<file path="src/rtl/ram_arb_pkg.sv">
// Shared constants for the two-port data RAM arbiter.
// Default bus widths and port indices.
package ram_arb_pkg;

    localparam int ADDR_W   = 10;
    localparam int DATA_W   = 32;
    localparam int PORT_CPU = 0;
    localparam int PORT_DBG = 1;

endpackage

</file>
<file path="src/rtl/ram_arbiter_if.sv">
// One requester-side RAM access channel (request/ack).
// master: req/we/addr/wdata out, ack/rdata in; slave: the reverse.
interface ram_arbiter_if
    import ram_arb_pkg::*;
#(
    parameter int AW = ADDR_W,
    parameter int DW = DATA_W
);

    logic          req;
    logic          we;
    logic [AW-1:0] addr;
    logic [DW-1:0] wdata;
    logic          ack;
    logic [DW-1:0] rdata;

    modport master (
        output req, we, addr, wdata,
        input  ack, rdata
    );

    modport slave (
        input  req, we, addr, wdata,
        output ack, rdata
    );

endinterface

</file>
<file path="src/rtl/rr_arb2.sv">
// Two-way combinational picker: round-robin or fixed priority.
// elig/last_grant/fixed_prio in; gnt_valid/gnt_idx out.
module rr_arb2 (
    input  logic [1:0] elig,
    input  logic       last_grant,
    input  logic       fixed_prio,
    output logic       gnt_valid,
    output logic       gnt_idx
);

    always_comb begin
        gnt_valid = |elig;
        gnt_idx   = 1'b0;
        if (elig == 2'b11) begin
            // Contention: port 0 wins under fixed priority,
            // otherwise the port that was not granted last.
            gnt_idx = fixed_prio ? 1'b0 : ~last_grant;
        end else begin
            gnt_idx = elig[1];
        end
    end

endmodule

</file>
<file path="src/rtl/ram_arbiter.sv">
// Shares a single-port sync-write/async-read RAM between two requesters.
// Ports: clk, rst, p0/p1 (slave channels), ram_addr/ram_din/ram_we out, ram_dout in.
module ram_arbiter
    import ram_arb_pkg::*;
#(
    parameter int ADDR_W     = ram_arb_pkg::ADDR_W,
    parameter int DATA_W     = ram_arb_pkg::DATA_W,
    parameter int FIXED_PRIO = 0
) (
    input  logic              clk,
    input  logic              rst,
    ram_arbiter_if.slave      p0,
    ram_arbiter_if.slave      p1,
    output logic [ADDR_W-1:0] ram_addr,
    output logic [DATA_W-1:0] ram_din,
    output logic              ram_we,
    input  logic [DATA_W-1:0] ram_dout
);

    logic [1:0]        ack_q, ack_d;
    logic [DATA_W-1:0] rdata0_q, rdata0_d;
    logic [DATA_W-1:0] rdata1_q, rdata1_d;
    logic              last_q, last_d;

    logic [1:0] elig;
    logic       gnt_valid;
    logic       gnt_idx;

    // A port in its ack cycle is not eligible, which caps each
    // port at one access per two cycles and leaves the slot free
    // for the other port.
    assign elig = {p1.req & ~ack_q[1], p0.req & ~ack_q[0]}
                & {2{~rst}};

    rr_arb2 u_pick (
        .elig       (elig),
        .last_grant (last_q),
        .fixed_prio (FIXED_PRIO != 0),
        .gnt_valid  (gnt_valid),
        .gnt_idx    (gnt_idx)
    );

    always_comb begin
        ram_addr = '0;
        ram_din  = '0;
        ram_we   = 1'b0;
        ack_d    = 2'b00;
        rdata0_d = rdata0_q;
        rdata1_d = rdata1_q;
        last_d   = last_q;
        if (gnt_valid) begin
            last_d = gnt_idx;
            if (gnt_idx) begin
                ram_addr = p1.addr;
                ram_din  = p1.wdata;
                ram_we   = p1.we;
                ack_d[1] = 1'b1;
                rdata1_d = ram_dout;
            end else begin
                ram_addr = p0.addr;
                ram_din  = p0.wdata;
                ram_we   = p0.we;
                ack_d[0] = 1'b1;
                rdata0_d = ram_dout;
            end
        end
    end

    always_ff @(posedge clk) begin
        if (rst) begin
            ack_q    <= 2'b00;
            rdata0_q <= '0;
            rdata1_q <= '0;
            last_q   <= 1'b1;
        end else begin
            ack_q    <= ack_d;
            rdata0_q <= rdata0_d;
            rdata1_q <= rdata1_d;
            last_q   <= last_d;
        end
    end

    assign p0.ack   = ack_q[0];
    assign p0.rdata = rdata0_q;
    assign p1.ack   = ack_q[1];
    assign p1.rdata = rdata1_q;

endmodule

</file>
<file path="src/flat_wrapper.sv">
// flat-port wrapper written by rule: the top's interface ports become plain ports
module ram_arbiter_flat import ram_arb_pkg::*;
#(
    parameter int ADDR_W     = ram_arb_pkg::ADDR_W,
    parameter int DATA_W     = ram_arb_pkg::DATA_W,
    parameter int FIXED_PRIO = 0
)
  (clk, rst, ram_addr, ram_din, ram_we, ram_dout, p0_req, p0_we, p0_addr, p0_wdata, p0_ack, p0_rdata, p1_req, p1_we, p1_addr, p1_wdata, p1_ack, p1_rdata);
  ram_arbiter_if p0_i ();
  ram_arbiter_if p1_i ();
  input  logic clk;
  input  logic rst;
  output logic [ADDR_W-1:0] ram_addr;
  output logic [DATA_W-1:0] ram_din;
  output logic ram_we;
  input  logic [DATA_W-1:0] ram_dout;
  input wire logic [$bits(p0_i.req)-1:0] p0_req;
  input wire logic [$bits(p0_i.we)-1:0] p0_we;
  input wire logic [$bits(p0_i.addr)-1:0] p0_addr;
  input wire logic [$bits(p0_i.wdata)-1:0] p0_wdata;
  output wire logic [$bits(p0_i.ack)-1:0] p0_ack;
  output wire logic [$bits(p0_i.rdata)-1:0] p0_rdata;
  input wire logic [$bits(p1_i.req)-1:0] p1_req;
  input wire logic [$bits(p1_i.we)-1:0] p1_we;
  input wire logic [$bits(p1_i.addr)-1:0] p1_addr;
  input wire logic [$bits(p1_i.wdata)-1:0] p1_wdata;
  output wire logic [$bits(p1_i.ack)-1:0] p1_ack;
  output wire logic [$bits(p1_i.rdata)-1:0] p1_rdata;
  assign p0_i.req = p0_req;
  assign p0_i.we = p0_we;
  assign p0_i.addr = p0_addr;
  assign p0_i.wdata = p0_wdata;
  assign p0_ack = p0_i.ack;
  assign p0_rdata = p0_i.rdata;
  assign p1_i.req = p1_req;
  assign p1_i.we = p1_we;
  assign p1_i.addr = p1_addr;
  assign p1_i.wdata = p1_wdata;
  assign p1_ack = p1_i.ack;
  assign p1_rdata = p1_i.rdata;
  ram_arbiter #(.ADDR_W(ADDR_W), .DATA_W(DATA_W), .FIXED_PRIO(FIXED_PRIO)) u_core (.clk(clk), .rst(rst), .p0(p0_i), .p1(p1_i), .ram_addr(ram_addr), .ram_din(ram_din), .ram_we(ram_we), .ram_dout(ram_dout));
endmodule
</file>
<file path="config.mk">
export PLATFORM = sky130hd
export DESIGN_NAME = ram_arbiter_flat
export DESIGN_NICKNAME = d
export VERILOG_FILES = /design/src/rtl/ram_arb_pkg.sv /design/src/rtl/ram_arbiter_if.sv /design/src/rtl/rr_arb2.sv /design/src/rtl/ram_arbiter.sv /design/src/flat_wrapper.sv
export SDC_FILE = /design/constraint.sdc
export NUM_CORES = 1
export LEC_CHECK = 0
export CORE_MARGIN = 5
export CORE_UTILIZATION = 33
export CTS_CLUSTER_SIZE = 12
export DETAILED_ROUTE_END_ITERATION = 12
export GPL_ROUTABILITY_DRIVEN = 0
export HOLD_SLACK_MARGIN = 0.03
export PLACE_DENSITY = 0.82
export SYNTH_ARGS = -nofsm -noshare
export SYNTH_HDL_FRONTEND = slang
export SYNTH_HIERARCHICAL = 1
export SYNTH_SLANG_ARGS = --single-unit
</file>
<file path="constraint.sdc">
create_clock -name clk -period 2.4 [get_ports clk]
set_clock_uncertainty 0.15 [all_clocks]
set_input_delay 0.48 -clock clk [delete_from_list [all_inputs] [get_ports clk]]
set_output_delay 0.48 -clock clk [all_outputs]
set_load 0.02 [all_outputs]
</file>
[After elaboration in Yosys (flattened, before gate mapping)]
Cells that the tools add are included.
Storage, ports and cells
  bits in registers: 67
  bits of input ports: 122
Cells by class
  equality and inequality tests: 1
  muxes and demuxes: 9
  bitwise gates (word level): 9
  reductions and logical operators: 4
Operator list (number)
  $mux 32: 2
  $mux 10: 2
  $not 1->1: 6
  $mux 1: 5
  $reduce_and 2->1: 2
  $reduce_or 2->1: 2
  $and 1x1->1: 2
  $and 2x2->2: 1
  $eq 2x2->1 const B: 1

[Logic depth before layout (Yosys ltp)]
  depth after elaboration: 7
  depth in mapped cells: 10

[By module]
Netlist, hierarchy kept.
By module, submodules not included
  ram_arbiter: times used 1, cells an instance 351, area each 3444.6 um2
  rr_arb2: times used 1, cells an instance 3, area each 17.5 um2

[Worst setup path before layout]
Ideal clock, no wire load.
  path type: input to output
  start point: input rst
  end point: output ram_addr[0]
  data arrival time: 2.018 ns
  path slack: -0.248 ns
  cell stages on the path: 9
  cell sequence: buf_2 > clkbuf_1 > nor3b_1 > o21ai_1 > and2_1 > buf_6 > buf_2 > mux2i_1 > nor2_1
Between the ends
  word-level cells in the longest chain between the ends: 6
RTL lines
  from (decl): RTL line flat_wrapper.sv:12  | input logic rst;
  $not 1->1: RTL line ram_arbiter.sv:33  | & {2{~rst}};
  $and 2x2->2: RTL line ram_arbiter.sv:33
  net u_core.elig[0]: RTL line ram_arbiter.sv:25  | logic [1:0] elig;
  $eq 2x2->1: RTL line rr_arb2.sv:14  | if (elig == 2'b11) begin
  $mux 1: RTL line rr_arb2.sv:14
  net u_core.gnt_idx: RTL line ram_arbiter.sv:27  | logic gnt_idx;
  $mux 10: RTL line ram_arbiter.sv:53  | if (gnt_idx) begin
  $mux 10: RTL line ram_arbiter.sv:51  | if (gnt_valid) begin
  to (decl): RTL line flat_wrapper.sv:13  | output logic [ADDR_W-1:0] ram_addr;
The timed path passes the listed nets, and every way through them passes these cells.

[Worst setup path after layout]
  start point: register u_core.ack_q[0]
  end point: output ram_din[22]
Between the ends
  word-level cells in the longest chain between the ends: 7
RTL lines
  from (decl): RTL line ram_arbiter.sv:20  | logic [1:0] ack_q, ack_d;
  from (signal assigned): RTL line ram_arbiter.sv:76  | ack_q <= ack_d;
  $not 1->1: RTL line ram_arbiter.sv:32  | assign elig = {p1.req & ~ack_q[1], p0.req & ~ack_q[0]}
  $and 1x1->1: RTL line ram_arbiter.sv:32
  $and 2x2->2: RTL line ram_arbiter.sv:33
  net u_core.elig[0]: RTL line ram_arbiter.sv:25
  $eq 2x2->1: RTL line rr_arb2.sv:14
  $mux 1: RTL line rr_arb2.sv:14
  net u_core.gnt_idx: RTL line ram_arbiter.sv:27
  $mux 32: RTL line ram_arbiter.sv:53
  $mux 32: RTL line ram_arbiter.sv:51
  to (decl): RTL line flat_wrapper.sv:14  | output logic [DATA_W-1:0] ram_din;
The timed path passes the listed nets, and every way through them passes these cells.

==> impl_metrics.yaml <==
outcome:
  outcome: "finished, violations left"
  violations: "setup timing"
global_routing:
  gr-total-overflow: 0
  grt_pass1_vias: 3567
  grt_pass1_wl_mm: 19.5
  grt_max_degree: 100
  antenna_found_initial: 1
  grt_use_total_pct: 19.6
clocking:
  cts_hold_buf: 0
  clk_pin_slew_ns: 0.07
  cts_root_buf: "clkbuf_8"
  cts.path.max_buffers: 2
  cts_buffers: 9
  clock_latency_ns: 0.34
  htreeDepth: 3
  cts_tree: "built"
  cts.sinks: 67
floorplanning:
  rows: 37
  die_width_um: 112
  die_y_um: 112
  core-area_um2: 10300
  start_util_pct: 33.7
  dieArea_um2: 12600
  top_level_ports: 231
sta:
  tns_ns: -5.75
  min_period_over_period_pct: 110
  relSlewSlack_pct: 55.5
  rsz0062_at_grt: "yes"
  finalSetupViolations: 43
  max_slew.worst_pin.slew_ns: 0.668
  report.final.slew_viol_count: 0
  max_freq_ghz: 0.379
  setup_ws_ns: -0.238
  hold_viol_final: 0
  period_minus_slack_ns: 2.64
  whs_ns: 0.325
critical_path:
  end_kind: "output port"
  worstPathCellList: "nor3b_2 -> o21ai_1 -> and2_4 -> buf_6 -> clkbuf_16 -> buf_6 -> mux2i_2 -> nor2_2 -> buf_6"
  slowest_delay_ns: 0.33
  cp_data_required_time_ns: 1.77
  crit_fanout: 7
  crit_path_top_delay_cell: "dfxtp_2"
  startpoint_type: "flip-flop"
  crit_top_cell: "buf_6"
  cp.arrival_ns: 2.01
  critical_path_class: "flip-flop to output port"
pwr:
  netSwitchingFraction_pct: 29.3
  vdd_drop_max_uv: 355
  p_comb_share_pct: 35.8
  p_sw_mw: 0.971
  leakagePower_nw: 2.75
  power_density_nw_per_um2: 478
  p_int_mw: 2.34
  seqPwrFrac_pct: 36.4
  clkPwrFrac_pct: 27.8
finish:
  design_area_um2: 6920
  final-seq-area_um2: 1340
  fin_util_pct: 67.3
  fin_nets: 731
  mostFrequentLayoutCells: "clkdlybuf4s50_1, nand2b_1, mux2i_1, dfxtp_1, buf_6"
  layout-drive-gt1-share_pct: 30.3
  multi_input_area_um2: 2360
  area_growth_syn_to_layout_pct: 99.9
  final_common_cell: "clkdlybuf4s50_1"
  fillers: 764
routing:
  vias_per_cell: 4.63
  route.detailed.drc: 0
  drt_iter0_drc: 131
  ant_nets: 0
  dr.pass1.iters: 4
  num_vias: 3477
  wl_mm: 14.4
  wl_per_cell_um: 19.2
hold_path:
  holdCritPathClass: "flip-flop to flip-flop"
synth:
  synth_warnings: 6
  synth_fp_nets: 476
  synthCells: 354
  yosysSeqAreaShare_pct: 38.7
  synth_cell_types: 20
  ys_ff_latch: 67
  postSynthAreaPerCell_um2: 9.78
  syn_area_um2: 3460
place:
  place_ws_ns: -0.723
  dp_hpwl_mm: 9.58
  dpl-instance-area_um2: 6040
  numPortBuffers: 230
job:
  max_cap_viol_count: 0
[final cells by class]
class | count | area share (%)
clock buffer | 11 | 2.04
timing repair buffer | 271 | 41.0
clock inverter | 5 | 0.759
tap | 136 | 2.46
multi-input combinational | 259 | 34.1
inverter | 1 | 0.163
antenna | 1 | 0.0362
sequential | 67 | 19.4
[path summary, 6_finish.rpt]
check             depth (start not counted)  slack, ns               start            endpoint
setup / recovery                          9      -0.24     u_core/ack_q[0]         ram_din[22]
hold / removal                            2       0.33  u_core/p0.rdata[8]  u_core/p0.rdata[8]
setup reg to reg                         10       0.19     u_core/ack_q[0]  u_core/p0.rdata[7]
hold reg to reg                           2       0.33  u_core/p0.rdata[8]  u_core/p0.rdata[8]
[state kept, by name (all words and copies together) (netlist names)]
register         cells
u_core/p0.rdata     32
u_core/ack_q         2
u_core/p1.rdata     32
u_core/last_q        1
[kinds of logic after synthesis]
| kind of cell | Yosys count | share of synthesized area (%) |
|---|---|---|
| simple gates | 149 | 24.2 |
| compound gates | 2 | 0.397 |
| flops | 67 | 38.7 |
| mux | 107 | 30.9 |
| buf+inv | 28 | 5.60 |
| other cells | 1 | 0.108 |
[cells in the mapped netlist]
library cell / instances / share of area, %
nor2_1: 45 / 4.9
nor3b_1: 2 / 0.43
clkbuf_1: 14 / 1.5
buf_2: 5 / 0.72
nand2_4: 1 / 0.33
buf_4: 1 / 0.22
mux2i_1: 107 / 31
or2_1: 1 / 0.18
and2_4: 1 / 0.25
nand2b_1: 96 / 17
nand2b_4: 1 / 0.40
dfxtp_1: 67 / 39
and2b_1: 1 / 0.22
conb_1: 1 / 0.11
and2_1: 1 / 0.18
o21ai_1: 1 / 0.14
inv_2: 1 / 0.11
buf_12: 3 / 1.7
buf_6: 4 / 1.3
a211o_1: 1 / 0.25
[metrics by stage]
step | total power, mW | std cells
6_report | 3.31 | 751
5_1_grt | 3.44 | 751
3_3_place_gp | 2.20 | 708
3_5_place_dp | 2.21 | 708
4_1_cts | 3.21 | 741
2_1_floorplan | 1.72 | 354
[timing repair]
action | CTS | global route
gates cloned | 2 | 2
resized for setup | 240 | 98
buffers inserted | 15 | 7
pin swaps | 4 | 10
endpoints found under the setup margin | 43 | 42
[per-layer routing]
| layer | global-route usage, % | routed length, um |
|---|---|---|
| met3 | 5.82 | 1140 |
| met4 | 7.69 | 408 |
| met2 | 35.3 | 7370 |
| met5 | 0 | 0 |
| met1 | 21.7 | 5480 |
[critical path, delay by kind of cell, from the launching register on]
kind	cells	cell delay [ns]
simple gates	3	0.52
compound gates	1	0.11
flops	1	0.33
buf+inv	4	0.55
mux	1	0.14
[power by group through the flow]
stage / sequential (mW) / combinational (mW) / clock, mW
after floorplan: 1.30 / 0.420 / 0
after global placement: 1.23 / 0.970 / 0
after detailed placement: 1.23 / 0.982 / 0
after CTS: 1.21 / 1.05 / 0.955
after global routing: 1.21 / 1.23 / 0.997
final: 1.21 / 1.18 / 0.920
No activity file was read; power rests on OpenSTA's default activity.
